### src/rtl/load_size_seq_pkg.sv
// Shared CPU definitions for the load/store size paths: size codes and sequencer states.
package load_size_seq_pkg;

    typedef logic [1:0] size_t;

    // Size codes shared with the store-size merge logic.
    localparam size_t SIZE_NONE = 2'b00;
    localparam size_t SIZE_WORD = 2'b01;
    localparam size_t SIZE_HALF = 2'b10;
    localparam size_t SIZE_BYTE = 2'b11;

    typedef logic [1:0] state_t;

    localparam state_t ST_IDLE = 2'd0;
    localparam state_t ST_WAIT = 2'd1;
    localparam state_t ST_DONE = 2'd2;

endpackage

### src/rtl/load_extract.sv
// Combinational size extraction of a loaded word; sub-word lanes always come from the low bits.
module load_extract
    import load_size_seq_pkg::*;
(
    input  logic [1:0]  size,
    input  logic        sign_ext,
    input  logic [31:0] word,
    output logic [31:0] result
);

    always_comb begin
        result = word;
        case (size)
            SIZE_HALF: result = {{16{sign_ext & word[15]}}, word[15:0]};
            SIZE_BYTE: result = {{24{sign_ext & word[7]}}, word[7:0]};
            default:   result = word;
        endcase
    end

endmodule

### src/rtl/load_size_seq.sv
// Load sequencer: issues a memory read, waits out MEM_LAT, and registers the
// size-extracted result plus the raw word for the write-back and MDR paths.
module load_size_seq
    import load_size_seq_pkg::*;
#(
    parameter int unsigned MEM_LAT = 2
) (
    input  logic        clk,
    input  logic        reset_n,
    input  logic        start,
    input  logic [1:0]  LSCtrl,
    input  logic        LSSigned,
    input  logic        abort,
    input  logic [31:0] Mem_data,
    output logic        MemRead,
    output logic        busy,
    output logic        done,
    output logic [31:0] Data_out,
    output logic [31:0] Data_raw
);

    localparam int unsigned CNT_W = $clog2(MEM_LAT + 1);
    localparam logic [CNT_W-1:0] CNT_INIT = CNT_W'(MEM_LAT - 1);

    state_t           state_q, state_d;
    logic [CNT_W-1:0] cnt_q, cnt_d;
    size_t            size_q, size_d;
    logic             sgn_q, sgn_d;
    logic [31:0]      dout_q, raw_q;
    logic [31:0]      extracted;
    logic             capture;

    load_extract u_extract (
        .size     (size_q),
        .sign_ext (sgn_q),
        .word     (Mem_data),
        .result   (extracted)
    );

    always_comb begin
        state_d = state_q;
        cnt_d   = cnt_q;
        size_d  = size_q;
        sgn_d   = sgn_q;
        capture = 1'b0;
        case (state_q)
            ST_IDLE: begin
                if (start && (LSCtrl != SIZE_NONE)) begin
                    state_d = ST_WAIT;
                    cnt_d   = CNT_INIT;
                    size_d  = LSCtrl;
                    sgn_d   = LSSigned;
                end
            end
            ST_WAIT: begin
                // abort wins over a capture landing on the same edge
                if (abort) begin
                    state_d = ST_IDLE;
                    cnt_d   = '0;
                end else if (cnt_q == '0) begin
                    state_d = ST_DONE;
                    capture = 1'b1;
                end else begin
                    cnt_d = cnt_q - 1'b1;
                end
            end
            ST_DONE: state_d = ST_IDLE;
            default: state_d = ST_IDLE;
        endcase
    end

    always_ff @(posedge clk or negedge reset_n) begin
        if (!reset_n) begin
            state_q <= ST_IDLE;
            cnt_q   <= '0;
            size_q  <= SIZE_NONE;
            sgn_q   <= 1'b0;
            dout_q  <= '0;
            raw_q   <= '0;
        end else begin
            state_q <= state_d;
            cnt_q   <= cnt_d;
            size_q  <= size_d;
            sgn_q   <= sgn_d;
            if (capture) begin
                dout_q <= extracted;
                raw_q  <= Mem_data;
            end
        end
    end

    assign MemRead  = (state_q == ST_WAIT);
    assign busy     = (state_q != ST_IDLE);
    assign done     = (state_q == ST_DONE);
    assign Data_out = dout_q;
    assign Data_raw = raw_q;

endmodule

### config.mk
export PLATFORM = sky130hd
export DESIGN_NAME = load_size_seq
export DESIGN_NICKNAME = d
export VERILOG_FILES = /design/src/rtl/load_size_seq_pkg.sv /design/src/rtl/load_extract.sv /design/src/rtl/load_size_seq.sv
export SDC_FILE = /design/constraint.sdc
export NUM_CORES = 1
export LEC_CHECK = 0
export CORE_MARGIN = 1
export CORE_UTILIZATION = 50
export DETAILED_ROUTE_END_ITERATION = 6
export DONT_BUFFER_PORTS = 1
export GPL_TIMING_DRIVEN = 0
export HOLD_SLACK_MARGIN = 0.05
export PLACE_DENSITY = 0.68
export SYNTH_ARGS = -nofsm -noshare
export SYNTH_HDL_FRONTEND = slang
export SYNTH_SLANG_ARGS = --single-unit
### constraint.sdc
create_clock -name clk -period 3 [get_ports clk]
set_clock_uncertainty 0.05 [all_clocks]
set_input_delay 0.6 -clock clk [delete_from_list [all_inputs] [get_ports clk]]
set_output_delay 0.6 -clock clk [all_outputs]
set_load 0.005 [all_outputs]
==> results of run 1 <==
-- area by class of cell --
type,count,area share [%]
clock inverter,3,1.23
clock buffer,13,5.20
tap,72,2.77
multi-input combinational,126,34.7
inverter,4,0.462
sequential,63,48.5
buffer,21,6.27
timing repair buffer,1,0.847
-- metrics by stage --
stage                     power (µW)  worst slack [ns]
after floorplan                 2550              1.37
after global routing            3780              1.15
after global placement          2750              1.28
final                           3530              1.24
after CTS                       3580              1.25
after detailed placement        2780              1.26
-- state kept, by name (all words and copies together), names as in the netlist --
signal    cells
Data_raw     24
state_q       2
cnt_q         2
sgn_q         1
Data_out     32
size_q        2
-- cell families (layout without fill, tap and decap cells) --
family	after synthesis	in the layout
buffers and inverters	25	42
AND/OR/NAND/NOR	49	49
AO/OA/AOI/OAI	40	40
flip-flops	63	63
multiplexers	36	36
adder cells (fa/ha/maj)	1	1
-- how the worst min path moves through the flow --
stage             from      endpoint  slack (ns)
3_5_place_dp   reset_n  Data_raw[14]        0.26
6_report       reset_n  Data_raw[14]        0.08
3_3_place_gp   reset_n  Data_raw[14]        0.26
4_1_cts        reset_n  Data_raw[14]        0.09
2_1_floorplan  reset_n   Data_out[0]        0.25
5_1_grt        reset_n  Data_out[12]        0.09
-- cells in the final DEF (no fill, tap or decap), types with 2 or more instances in the layout --
cell	Yosys	layout
clkbuf_8	0	12
buf_6	2	2
a31oi_2	11	11
a31oi_1	5	5
clkinv_2	0	2
nor2_1	24	24
clkbuf_1	2	3
mux2_4	31	31
dfrtp_1	63	63
buf_12	3	3
nand2b_1	17	17
a21oi_1	9	9
a21oi_2	8	8
mux2_2	4	4
buf_8	2	2
buf_4	9	9
inv_1	4	4
-- worst max-delay path: stages (launching register included) --
cell and delay (ns):
dfrtp_1 0.37, inv_1 0.08, ha_1 0.25, and4bb_1 0.24, buf_6 0.18, buf_12 0.16
mux2_4 0.30
-- per-layer routing --
metal	GRT usage [%]	vias to the layer above	routed length, µm
li1	-	754	-
met1	24.5	801	2520
met2	29.4	84	2350
met3	9.07	8	572
met4	9.07	0	99
met5	0	-	0
-- power groups by stage --
stage | combinational, µW | sequential [µW] | clock, µW
floorplan | 1010 | 1540 | 0
global placement | 1110 | 1640 | 0
detailed placement | 1140 | 1640 | 0
CTS | 1160 | 1630 | 782
global route | 1270 | 1680 | 818
finish | 1150 | 1620 | 763
-- timing repair --
action / 4_1_cts / 5_1_grt
buffers inserted: 0 / 0
hold buffers: 1 / 0
endpoints found under the setup margin: 0 / 0
hold endpoints to repair: 63 / 0
-- cells in the mapped netlist --
library cell / count / area (µm²)
a211oi_1: 1 / 7.51
a21o_1: 1 / 7.51
a21oi_1: 9 / 45.0
a21oi_2: 8 / 70.1
a2bb2oi_1: 1 / 8.76
a31oi_1: 5 / 31.3
a31oi_2: 11 / 138
and2b_1: 1 / 7.51
and4_1: 1 / 8.76
and4bb_1: 1 / 12.5
buf_1: 1 / 3.75
buf_12: 3 / 60.1
buf_2: 1 / 5.00
buf_4: 9 / 67.6
buf_6: 2 / 22.5
buf_8: 2 / 30.0
clkbuf_1: 2 / 7.51
clkbuf_4: 1 / 7.51
dfrtp_1: 63 / 1580
ha_1: 1 / 12.5
inv_1: 4 / 15.0
mux2_1: 1 / 11.3
mux2_2: 4 / 45.0
mux2_4: 31 / 465
nand2_1: 1 / 3.75
nand2b_1: 17 / 106
nand3_2: 1 / 10.0
nor2_1: 24 / 90.1
o21ai_0: 1 / 5.00
o21ai_1: 1 / 5.00
o21bai_1: 1 / 7.51
o31ai_1: 1 / 7.51
or2_1: 1 / 6.26
or2_4: 1 / 8.76
or4_1: 1 / 7.51
==> impl_metrics.ini, run 1 <==
[power_and_ir_drop]
internal-power_uw = 2410
clockPowerShare_pct = 21.6
combPwrFrac_pct = 32.4
peakVddDrop_mv = 0.524
switchingPower_uw = 1130
power_density_nw_per_um2 = 1090
seqPwrFrac_pct = 46.0
leakage_uw = 0.00143
switching_share_pct = 31.8

[synth]
syn_inst = 214
synth-xor-area-share_pct = 0
ys_warn_count = 0
ys_ff_latch = 63
syn_avg_cell_area_um2 = 13.7
synth-adder-area-share_pct = 0.428
synth-compound-area-share_pct = 11.4
ys_types = 35
synthesis.nets = 254
syn_area_um2 = 2920
yosys.area_share.simple_pct = 8.94
synth_top_family_by_area = multiplexers
muxShareOfSynthArea_pct = 17.8
ys_seq_area_share_pct = 53.9

[setup_path]
reg2reg_from = cnt_q[0]
regToRegEndpoint = Data_out[5]
crit_arrival_ns = 1.92
cp-end-kind = flip-flop
critPathKind = reg -> reg
critPathLaunch = cnt_q[0]
r2r_setup_slack_ns = 1.24
critPathLaunchType = flip-flop
crit_path_max_fanout = 10
worstRegToRegCells = 6
worst_ep_required_time_ns = 3.16
endpoint = Data_out[5]

[clocking]
ctsResizeCount = 0
cts.clk_slew.worst_paths_ns = 0.07
worstSkewPairLatency_ns = 0.33
cts_buffers = 9
cts.sinks = 63
cts_tree = built
ctsHtreeMaxLevel = 3
clockBufferDepth = 2
clockRootBuffer = clkbuf_8

[timing]
drv_slew = 0
min_period_ns = 1.76
max_freq_mhz = 569
worstMarginPinSlew_ns = 0.406
whs_ns = 0.0814
period_share_pct = 58.6
rsz0062_at_grt = false
hold_viol = 0
tns_ns = 0
setup_viol = 0
slew_headroom_pct = 72.9

[floorplan]
die_x_um = 78.5
core_area_um2 = 5570
start_util_pct = 52.5
die_area_um2 = 6160
ios = 106
row_count = 27
die_y_um = 78.5

[routing]
drt_iter0_drc = 86
route.detailed.drc = 0
viasPerCell = 5.44
via_count = 1647
firstDrtPassIters = 4
wl_per_cell_um = 18.3
ant_nets = 0
wirelength_um = 5540

[final_layout]
num_antenna_cells = 0
fin_util_pct = 58.3
multi_input_area_um2 = 1130
drive_gt1_share_pct = 39.0
nNetsFinal = 266
regArea_um2 = 1580
fill_cells = 456
fin_cells = 303
fin_area_um2 = 3250
synthToLayoutAreaGrowth_pct = 11.2

[job]
maxCapViolations = 0

[min_path]
hp-class = in -> async

[place]
place_inst = 286
placement.io_buffers = 0
placed_area_um2 = 3010
hpwl_um = 3730
gp_congestion = 0.747

[grt]
grt_pass1_wl_um = 9030
grt_pass1_vias = 1801
grt.total_usage_pct = 19.8
overflow = 0
grt_max_degree = 64
antenna_found_initial = 0

[status]
outcome = finished, final reports clean
No activity file was read; power rests on OpenSTA's default activity.
==> run 2, diff against run 1 <==
PLACE_DENSITY = 0.71   (was 0.68)
clock period = 1.43 ns   (was 3 ns; I/O delays follow)
==> run 2 against run 1 <==
Compared with the run above: the run now ends with hold timing, setup timing left; via count is 12% higher; combinational power is 140% higher; sequential power is 110% higher; cell area is 16% higher; clock-buffer cell count is 1 lower; setup slack worse by 1.5 ns.
==> impl_metrics.ini, run 2 (synthesized netlist as in run 1, its figures left out) <==
[final_layout]
nNetsFinal = 313
fill_cells = 420
largest_reg_flops = 32
fin_util_pct = 67.4
drive_gt1_share_pct = 39.9
num_antenna_cells = 0
synthToLayoutAreaGrowth_pct = 28.5
fin_cells = 350
final_common_cell = dfrtp_1
most-common-layout-cells = dfrtp_1 (62), dlygate4sd3_1 (36), mux2_4 (31)

[place]
place_inst = 286
post-place-ws_ns = -0.304
hpwl_um = 3840
placement.io_buffers = 0
gp_congestion = 0.760

[status]
violations = hold timing, setup timing
outcome = finished with violations

[grt]
overflow = 0
antenna_found_initial = 0
grt_max_degree = 64
grt.total_usage_pct = 22.2
grt_pass1_vias = 2003
grt_pass1_wl_um = 10200

[clocking]
cts_buffers = 9
cts_hold_buf = 36
cts.sinks = 63
worstSkewPairLatency_ns = 0.34
ctsHtreeMaxLevel = 3
clockRootBuffer = clkbuf_8
cts_tree = built
clockBufferDepth = 2
cts.clk_slew.worst_paths_ns = 0.07

[timing]
period_share_pct = 117
setup_slack_ns = -0.244
rsz0062_at_grt = true
worstMarginPinSlew_ns = 0.373
hold_viol = 63
drv_slew = 0
min_period_ns = 1.67
tns_ns = -8.72
setup_viol = 61
whs_ns = -0.414
slew_headroom_pct = 74.9
max_freq_mhz = 597

[routing]
wl_per_cell_um = 18.2
wirelength_um = 6360
firstDrtPassIters = 4
viasPerCell = 5.27
via_count = 1844
ant_nets = 0
drt_iter0_drc = 57
route.detailed.drc = 0

[setup_path]
reg2reg_from = cnt_q[0]
critPathKind = reg -> reg
critPathLaunchType = flip-flop
crit_path_frequent_cell = buf_12
critPathLaunch = cnt_q[0]
worstRegToRegCells = 7
endpoint = Data_out[0]
crit_path_max_fanout = 6
r2r_setup_slack_ns = -0.24
slowest_delay_ns = 0.39
cp-end-kind = flip-flop
regToRegEndpoint = Data_out[0]
slowest_stage = dfrtp_1
crit_chain = inv_2, ha_4, and4bb_1, buf_6, buf_12, buf_12, mux2_4
crit_arrival_ns = 1.84
worst_ep_required_time_ns = 1.59

[power_and_ir_drop]
leakage_uw = 0.00165
power_density_nw_per_um2 = 2030
peakVddDrop_mv = 1.03
finalPower_uw = 7610

[floorplan]
start_util_pct = 52.5
core_area_um2 = 5570
die_x_um = 78.5
ios = 106
die_area_um2 = 6160
die_y_um = 78.5
row_count = 27

[min_path]
hp-class = in -> async

[job]
maxCapViolations = 0
[run 2: cell count changes in the layout (fill, tap and decap cells not counted), sizes merged]
cell	delta
dlygate4sd3	+36
buf	+10
clkinv	+2
bufinv	-1
[run 2: cell type report]
cell class | instances | area (µm²) | share of cell area (%)
Tap cell | 72 | 90.1 | 2.40
Clock inverter | 4 | 20.0 | 0.533
Multi-Input combinational cell | 126 | 1160 | 30.8
Sequential cell | 63 | 1580 | 42.0
Clock buffer | 12 | 155 | 4.13
Inverter | 4 | 15.0 | 0.399
Buffer | 21 | 236 | 6.29
Timing Repair Buffer | 48 | 505 | 13.4
[run 2: through the flow]
step | hold WS (ns) | instance area, µm²
floorplan | -0.0596 | 2930
global placement | -0.0577 | 3020
detailed placement | -0.0583 | 3020
CTS | -0.430 | 3720
global route | -0.433 | 3760
finish | -0.414 | 3760
[run 2: worst min path at each step]
stage             from      endpoint  depth (start not counted)
6_report       reset_n  Data_raw[18]                          0
5_1_grt        reset_n  Data_raw[18]                          0
4_1_cts        reset_n  Data_raw[18]                          0
3_5_place_dp   reset_n  Data_raw[18]                          0
3_3_place_gp   reset_n  Data_raw[18]                          0
2_1_floorplan  reset_n   Data_out[0]                          0
[run 2: timing repair]
| action | 4_1_cts | 5_1_grt |
|---|---|---|
| gates cloned | 2 | 0 |
| gates resized for setup | 8 | 11 |
| setup buffers | 8 | 2 |
| endpoints found under the setup margin | 61 | 63 |
| hold endpoints to repair | 103 | 63 |
| pin swaps | 2 | 1 |
[run 2: where the power goes]
group          internal, µW  switching [µW]
logic                  1740            1060
registers              2670             755
clock network           712             675
[run 2: worst max-delay path, delay by kind of cell, from the launching register on]
kind,cells,cell delay [ns]
mux,1,0.30
simple gates,1,0.21
buf+inv,4,0.47
flops,1,0.39
fa+ha+maj,1,0.13
[run 2: per-layer routing]
metal | vias to the layer above | GRT usage, % | wire length (µm)
met1 | 902 | 26.8 | 2690
met4 | 0 | 10.0 | 111
li1 | 851 | - | -
met2 | 79 | 35.9 | 3050
met3 | 12 | 7.56 | 497
met5 | - | 0 | 0
==> run 3, diff against run 2 <==
PLACE_DENSITY = 0.68   (was 0.71)
clock period = 1.8 ns   (was 1.43 ns; I/O delays follow)
==> run 3 against run 2 <==
Compared with the run above: sequential power down 21%; first-iteration DRC count up 49%; clock-buffer cell count up 1; die area unchanged; highest routed layer unchanged; final cell count down 13%; utilization down 9.2 points; largest power group unchanged; worst hold slack better by 0.075 ns; register-to-register slack better by 0.33 ns; via count down 9.8%; the run ends with hold timing left; non-clock buffer count down 47; cell area down 14%; combinational power down 32%.
==> impl_metrics.ini, run 3 (synthesized netlist as in run 1, its figures left out) <==
[timing]
tns_ns = 0
worstMarginPinSlew_ns = 0.407
setup_viol = 0
slew_headroom_pct = 72.9
min_period_ns = 1.71
period_share_pct = 95.0
whs_ns = -0.339
max_freq_mhz = 585
drv_slew = 0
rsz0062_at_grt = false
hold_viol = 63

[power_and_ir_drop]
peakVddDrop_mv = 0.876
finalPower_uw = 5880
power_density_nw_per_um2 = 1810
leakage_uw = 0.00142

[clocking]
clockBufferDepth = 2
worstSkewPairLatency_ns = 0.33
cts_buffers = 9
cts.sinks = 63
clockRootBuffer = clkbuf_8
cts.clk_slew.worst_paths_ns = 0.07
ctsHtreeMaxLevel = 3
cts_tree = built

[final_layout]
fill_cells = 456
multi_input_area_um2 = 1130
largest_reg_flops = 32
most-common-layout-cells = dfrtp_1 (63), mux2_4 (31), nor2_1 (24)
final_common_cell = dfrtp_1
nNetsFinal = 266
regArea_um2 = 1580
synthToLayoutAreaGrowth_pct = 11.0
drive_gt1_share_pct = 39.4
num_antenna_cells = 0
fin_area_um2 = 3250

[place]
hpwl_um = 3730
gp_congestion = 0.747
placement.io_buffers = 0
placed_area_um2 = 3010

[status]
outcome = finished with violations
violations = hold timing

[floorplan]
die_x_um = 78.5
ios = 106
start_util_pct = 52.5
core_area_um2 = 5570
die_y_um = 78.5
die_area_um2 = 6160
row_count = 27

[routing]
firstDrtPassIters = 4
wl_per_cell_um = 18.2
drt_iter0_drc = 85
route.detailed.drc = 0
viasPerCell = 5.49
ant_nets = 0
via_count = 1663
wirelength_um = 5530

[setup_path]
critPathKind = reg -> reg
worst_ep_required_time_ns = 1.96
worstRegToRegCells = 6
crit_path_max_fanout = 10
crit_arrival_ns = 1.87
critPathLaunchType = flip-flop
reg2reg_from = cnt_q[0]
cp-end-kind = flip-flop
r2r_setup_slack_ns = 0.09
regToRegEndpoint = Data_out[5]

[job]
maxCapViolations = 0

[grt]
grt.total_usage_pct = 19.7
grt_max_degree = 64
antenna_found_initial = 0
overflow = 0
grt_pass1_vias = 1802
grt_pass1_wl_um = 8960

[min_path]
hp-class = in -> async
[run 3: cell types whose count changed in the layout (fill, tap and decap cells not counted), sizes merged]
cell         previous run  this run
buf                    29        19
bufinv                  0         1
clkinv                  4         2
dlygate4sd3            36         0
[run 3: per-stage QoR]
step	cells	utilization [%]	setup WS [ns]	hold slack [ns]
after floorplan	214	-	0.201	0.0144
after global placement	286	54.1	0.0891	0.0155
after detailed placement	286	54.1	0.0604	0.0156
after CTS	302	57.8	0.0548	-0.346
after global routing	303	58.2	0.00960	-0.363
final	303	58.2	0.0907	-0.339
[run 3: routing by layer]
metal | vias up | global-route usage [%] | part of all wire, % | wire (µm)
li1 | 755 | - | - | -
met1 | 820 | 24.6 | 46 | 2520
met2 | 80 | 29.1 | 43 | 2370
met3 | 8 | 8.84 | 9.7 | 538
met4 | 0 | 9.07 | 1.8 | 99
met5 | - | 0 | 0 | 0
[run 3: power by group]
group	switching [µW]	total [µW]	internal (µW)
clock	524	1270	749
sequential	585	2710	2120
combinational	745	1900	1150
[run 3: worst max path at each step]
stage               startpoint      endpoint  slack, ns  depth (start not counted)
detailed placement    cnt_q[0]  Data_raw[13]       0.06                          6
finish                cnt_q[0]   Data_out[5]       0.09                          6
CTS                   cnt_q[0]   Data_out[5]       0.05                          6
floorplan             cnt_q[0]  Data_raw[17]       0.20                          6
global placement      cnt_q[0]   Data_out[5]       0.09                          6
global route          cnt_q[0]  Data_raw[24]       0.01                          6
[run 3: area by class of cell]
| class | count | area share, % |
|---|---|---|
| Clock inverter | 3 | 1.23 |
| Buffer | 21 | 6.28 |
| Inverter | 4 | 0.463 |
| Multi-Input combinational cell | 126 | 34.8 |
| Sequential cell | 63 | 48.6 |
| Timing Repair Buffer | 1 | 0.617 |
| Tap cell | 72 | 2.78 |
| Clock buffer | 13 | 5.20 |
[run 3: worst max-delay path, stage by stage, from the launching register on]
cell	delay, ns
dfrtp_1	0.37
inv_1	0.08
ha_2	0.22
and4bb_1	0.22
buf_6	0.18
buf_12	0.16
mux2_4	0.30
[run 3: timing repair]
action | 4_1_cts | 5_1_grt
gates resized for setup | 0 | 1
setup endpoints to repair | 0 | 36
hold endpoints to repair | 63 | 63
buffers inserted | 0 | 1
==> variant 1: new RTL, config.mk and constraints of run 1 <==
Put a register stage on the outputs `MemRead`, `busy` and `done`, without a reset. The values now appear one clock later. The other outputs are not delayed to match.
--- a/src/rtl/load_size_seq.sv
+++ b/src/rtl/load_size_seq.sv
@@ -90,7 +90,9 @@
     end
 
-    assign MemRead  = (state_q == ST_WAIT);
-    assign busy     = (state_q != ST_IDLE);
-    assign done     = (state_q == ST_DONE);
+    always_ff @(posedge clk) begin
+        MemRead <= (state_q == ST_WAIT);
+        busy    <= (state_q != ST_IDLE);
+        done    <= (state_q == ST_DONE);
+    end
     assign Data_out = dout_q;
     assign Data_raw = raw_q;
Formal check against the unedited RTL: not equivalent (a bounded check fails within 4 cycles, from zero or initial values and one cycle with reset_n low).
==> variant 1 against run 1 <==
Cell area increased by 0.19%. Area after synthesis grew 0.39%. Highest routed layer unchanged. Setup slack improved by 0.0068 ns. Global-route usage decreased by 0.55 points. Worst hold slack improved by 0.016 ns. Critical endpoint is now Data_raw[10]$_DFFE_PN0P_. Cell count up 0.99%. Sequential cell count is 3 higher. Power grew 0.52%. Wire length rose by 1.8%. Fmax grew 0.39%.
==> variant 1: results (changes against run 1) <==
metric	value	unit	change
post-detail-place hpwl	3.88	mm	+3.9%
wire length per cell	18.4	um	+0.84%
logic depth of the worst register-to-register path	6		unchanged
register area share after synthesis	55.8	%	+1.8 points
GPL Wtd Cong	0.760		+1.7%
critical path arrival	1.91	ns	
ys flop type	dfrtp_1		
Post-Syn Nets	258		+1.6%
Fin Hold WS	0.0971	ns	+0.0157 ns
first-pass GRT wire length	8.86	mm	-1.8%
Final nets	270		+1.5%
# Max-Cap Violations	0		unchanged
M1 wire length	2.43	mm	-3.7%
H-tree depth	3		unchanged
Synth Instances	218		+1.9%
max reg flops	32		unchanged
max incr delay on CP	0.38	ns	
LEAKAGE	0.00143	uW	-0.20%
layout cells sized above 1	36.3	%	-2.6 points
ranking of synthesized cells by area	dfrtp_1 (54%), mux2_4 (14%), a31oi_2 (4.7%), nand2b_1 (3.8%), nor2_1 (3.2%)		
die area	6180	um^2	+0.38%
critical path launch point	cnt_q[0]$_DFFE_PN0P_		
Final Non-Filler Cells	306		+0.99%
placed cell area	3030	um^2	+0.37%
Netlist cell types	33		-5.7%
M3 GR Usage	6.98	%	-2.1 points
GR Util met1	23.9	%	-0.68 points
routed vias/inst	5.52		+1.6%
Total GRT Usage	19.2	%	-0.55 points
filler instances	464		+1.8%
maximum vdd ir drop	0.458	mV	-13%
WL met2	2.63	mm	+12%
status	complete, no violations		
synth cell count leaders	dfrtp_1 (63), mux2_4 (28), nor2_1 (25), nand2b_1 (18), a31oi_2 (11)		
Async S/R FF share, synth	95.5	%	-4.5 points
period utilisation layout	58.4	%	-0.22 points
slew margin rel.	73.4	%	+0.46 points
placed insts	290		+1.4%
root buf cell	clkbuf_8		
DRT iter0 DRCs	39		-55%
vias in the first global route	1822		+1.2%
startpoint types	flip-flop		
GR Layer Usage met2	29.8	%	+0.44 points
## variant 1: cell count changes after synthesis, moves of 3 or more
cell | run 1 | this run
dfxtp_1 | 0 | 3
mux2_1 | 1 | 4
mux2_4 | 31 | 28
buf_6 | 2 | 6
buf_12 | 3 | 0
## variant 1: area by class of cell
type                       count  area (um^2)  share of cell area, %
timing repair buffer           1         27.5                  0.845
multi-input combinational    127         1110                   34.2
inverter                       4         15.0                  0.461
clock buffer                  13          169                   5.19
buffer                        21          171                   5.26
sequential                    66         1640                   50.2
clock inverter                 2         35.0                   1.08
tap                           72         90.1                   2.77
## variant 1: final timing paths
path                                             to
max                        Data_raw[10]$_DFFE_PN0P_
min                        Data_raw[30]$_DFFE_PN0P_
max reg2reg                Data_raw[10]$_DFFE_PN0P_
min reg2reg                       sgn_q$_DFFE_PN0P_
max in group asynchronous   Data_raw[8]$_DFFE_PN0P_
min in group clk              size_q[1]$_DFFE_PN0P_
## variant 1: power by group
part	total, uW	internal [uW]	switching, uW
logic	1110	656	455
registers	1680	1330	349
clock network	765	447	319
total	3550	2430	1120
## variant 1: kinds of logic after synthesis
family,Yosys count,synth area share [%]
AO/OA/AOI/OAI,39,11.1
flip-flops,66,55.8
buffers and inverters,25,6.35
adder cells (fa/ha/maj),1,0.426
AND/OR/NAND/NOR,51,8.99
multiplexers,36,17.4
## variant 1: repair_timing
action | CTS | global route
hold buffers | 1 | 0
buffers inserted | 0 | 0
hold endpoints to repair | 63 | 0
## variant 1: worst max-delay path, delay by kind of cell (launching register included)
kind	cells	cell delay [ns]
multiplexers	1	0.31
buffers and inverters	3	0.45
flip-flops	1	0.38
adder cells (fa/ha/maj)	1	0.22
AND/OR/NAND/NOR	1	0.22
==> variant 2: new RTL, settings of run 1 <==
Made on the original files. Set the parameter `MEM_LAT` to 1 (it was 2).
--- a/src/rtl/load_size_seq.sv
+++ b/src/rtl/load_size_seq.sv
@@ -4,5 +4,5 @@
     import load_size_seq_pkg::*;
 #(
-    parameter int unsigned MEM_LAT = 2
+    parameter int unsigned MEM_LAT = 1
 ) (
     input  logic        clk,
Check against the original RTL: not equivalent (a bounded check fails within 4 cycles, from zero or initial values and one cycle with reset_n low).
==> variant 2 against run 1 <==
Setup slack improved by 0.092 ns. Sequential cell count fell by 2. Wire length fell by 7.3%. Area after synthesis fell by 13%. Via count fell by 7.3%. Cell area fell by 13%. Largest cell class unchanged.
Power is not compared: it rests on default switching activity, and its combinational part moved more than twofold at a synthesized area within 25%.
==> variant 2: results (changes against run 1) <==
metric	value	unit	change
status	complete, no violations		
Buffers on Ports	0		unchanged
Crit Path Max Fanout	4		-6
Final nets	250		-6.0%
critical path arrival	1.02	ns	-0.90 ns
GR Util met1	23.1	%	-1.4 points
pin count of the biggest net entering global routing	62		-3.1%
maximum vdd ir drop	0.532	mV	
placed insts	266		-7.0%
vias in the first global route	1609		-11%
slowest CP cell	dfrtp_1		
setup bufs post-CTS	0		unchanged
DRT iter0 DRCs	69		-20%
top cell family by delay on the critical path	flip-flops		
cts bufs inserted	9		unchanged
post-place setup slack	1.31	ns	+0.0482 ns
Post-Syn Nets	238		-6.3%
routed vias/inst	5.39		-0.80%
H-tree depth	3		unchanged
placed cell area	2620	um^2	-13%
cts repair resizes	0		unchanged
Final Non-Filler Cells	283		-6.6%
M3 GR Usage	8.56	%	-0.51 points
Inserted Diodes	0		unchanged
post-detail-place hpwl	3.74	mm	+0.35%
slew margin rel.	74.0	%	+1.0 points
root buf cell	clkbuf_8		
worst skew pair latency	0.32	ns	
Total GRT Usage	20.1	%	+0.30 points
worst hold path type	input port to asynchronous set/reset pin		
antenna violations before repair	0		unchanged
GPL Wtd Cong	0.748		+0.13%
GR Layer Usage met2	32.8	%	+3.4 points
synth cell count leaders	dfrtp_1 (61), mux2_2 (35), nor2_1 (25)		
sw frac	28.9	%	
register area share after synthesis	60.3	%	+6.4 points
Synth Instances	199		-7.0%
Netlist cell types	20		-43%
clock edge transition at the registers on the reported setup and hold paths	0.06	ns	
first-pass GRT wire length	7.73	mm	-14%
max incr delay on CP	0.41	ns	+0.04 ns
clk buf depth	2		unchanged
drt first pass iters	4		unchanged
ranking of synthesized cells by area	dfrtp_1 (60%), mux2_2 (16%), a31oi_1 (4.0%), nand2b_1 (4.0%), nor2_1 (3.7%)		
YS warnings	0		unchanged
Async S/R FF share, synth	100	%	unchanged
LEAKAGE	0.00120	uW	
layout cells sized above 1	32.4	%	-6.6 points
wire length per cell	18.1	um	-0.71%
max reg flops	32		unchanged
## variant 2: cell type report
class,count,area (um^2)
Tap cell,67,83.8
Fill cell,405,1970
Clock inverter,1,5.00
Timing Repair Buffer,1,27.5
Buffer,21,150
Sequential cell,61,1530
Multi-Input combinational cell,117,856
Clock buffer,15,166
## variant 2: power by group through the flow
stage                     logic [uW]  clock network [uW]  registers (uW)
after detailed placement         419                   0            1280
after global placement           401                   0            1270
after floorplan                  358                   0            1220
after global routing             484                 686            1290
after CTS                        439                 646            1270
final                            432                 633            1260
## variant 2: final timing paths
kind,cells after the start,slack (ns),end,start
worst max-delay path,1,1.33,busy,state_q[1]$_DFFE_PN0P_
worst min-delay path,1,0.10,Data_raw[10]$_DFFE_PN0P_,reset_n
worst max register to register,4,1.48,Data_out[5]$_DFFE_PN0P_,state_q[1]$_DFFE_PN0P_
worst min register to register,1,0.49,Data_raw[8]$_DFFE_PN0P_,Data_raw[8]$_DFFE_PN0P_
max in group asynchronous,1,2.56,Data_out[3]$_DFFE_PN0P_,reset_n
min in group clk,1,0.38,Data_raw[27]$_DFFE_PN0P_,Mem_data[27]
## variant 2: layer usage
layer | vias up | part of all wire [%]
met5 | - | 0
met4 | 0 | 0.70
met3 | 4 | 9.0
met2 | 61 | 51
met1 | 762 | 39
li1 | 699 | -
## variant 2: cell families after synthesis
| family | share of synthesized area [%] |
|---|---|
| AO/OA/AOI/OAI | 7.11 |
| buffers and inverters | 5.93 |
| flip-flops | 60.3 |
| multiplexers | 16.0 |
| AND/OR/NAND/NOR | 10.7 |
## variant 2: what timing repair did
| action | 4_1_cts | 5_1_grt |
|---|---|---|
| hold endpoints to repair | 61 | 0 |
| hold buffers | 1 | 0 |
| setup endpoints to repair | 0 | 0 |
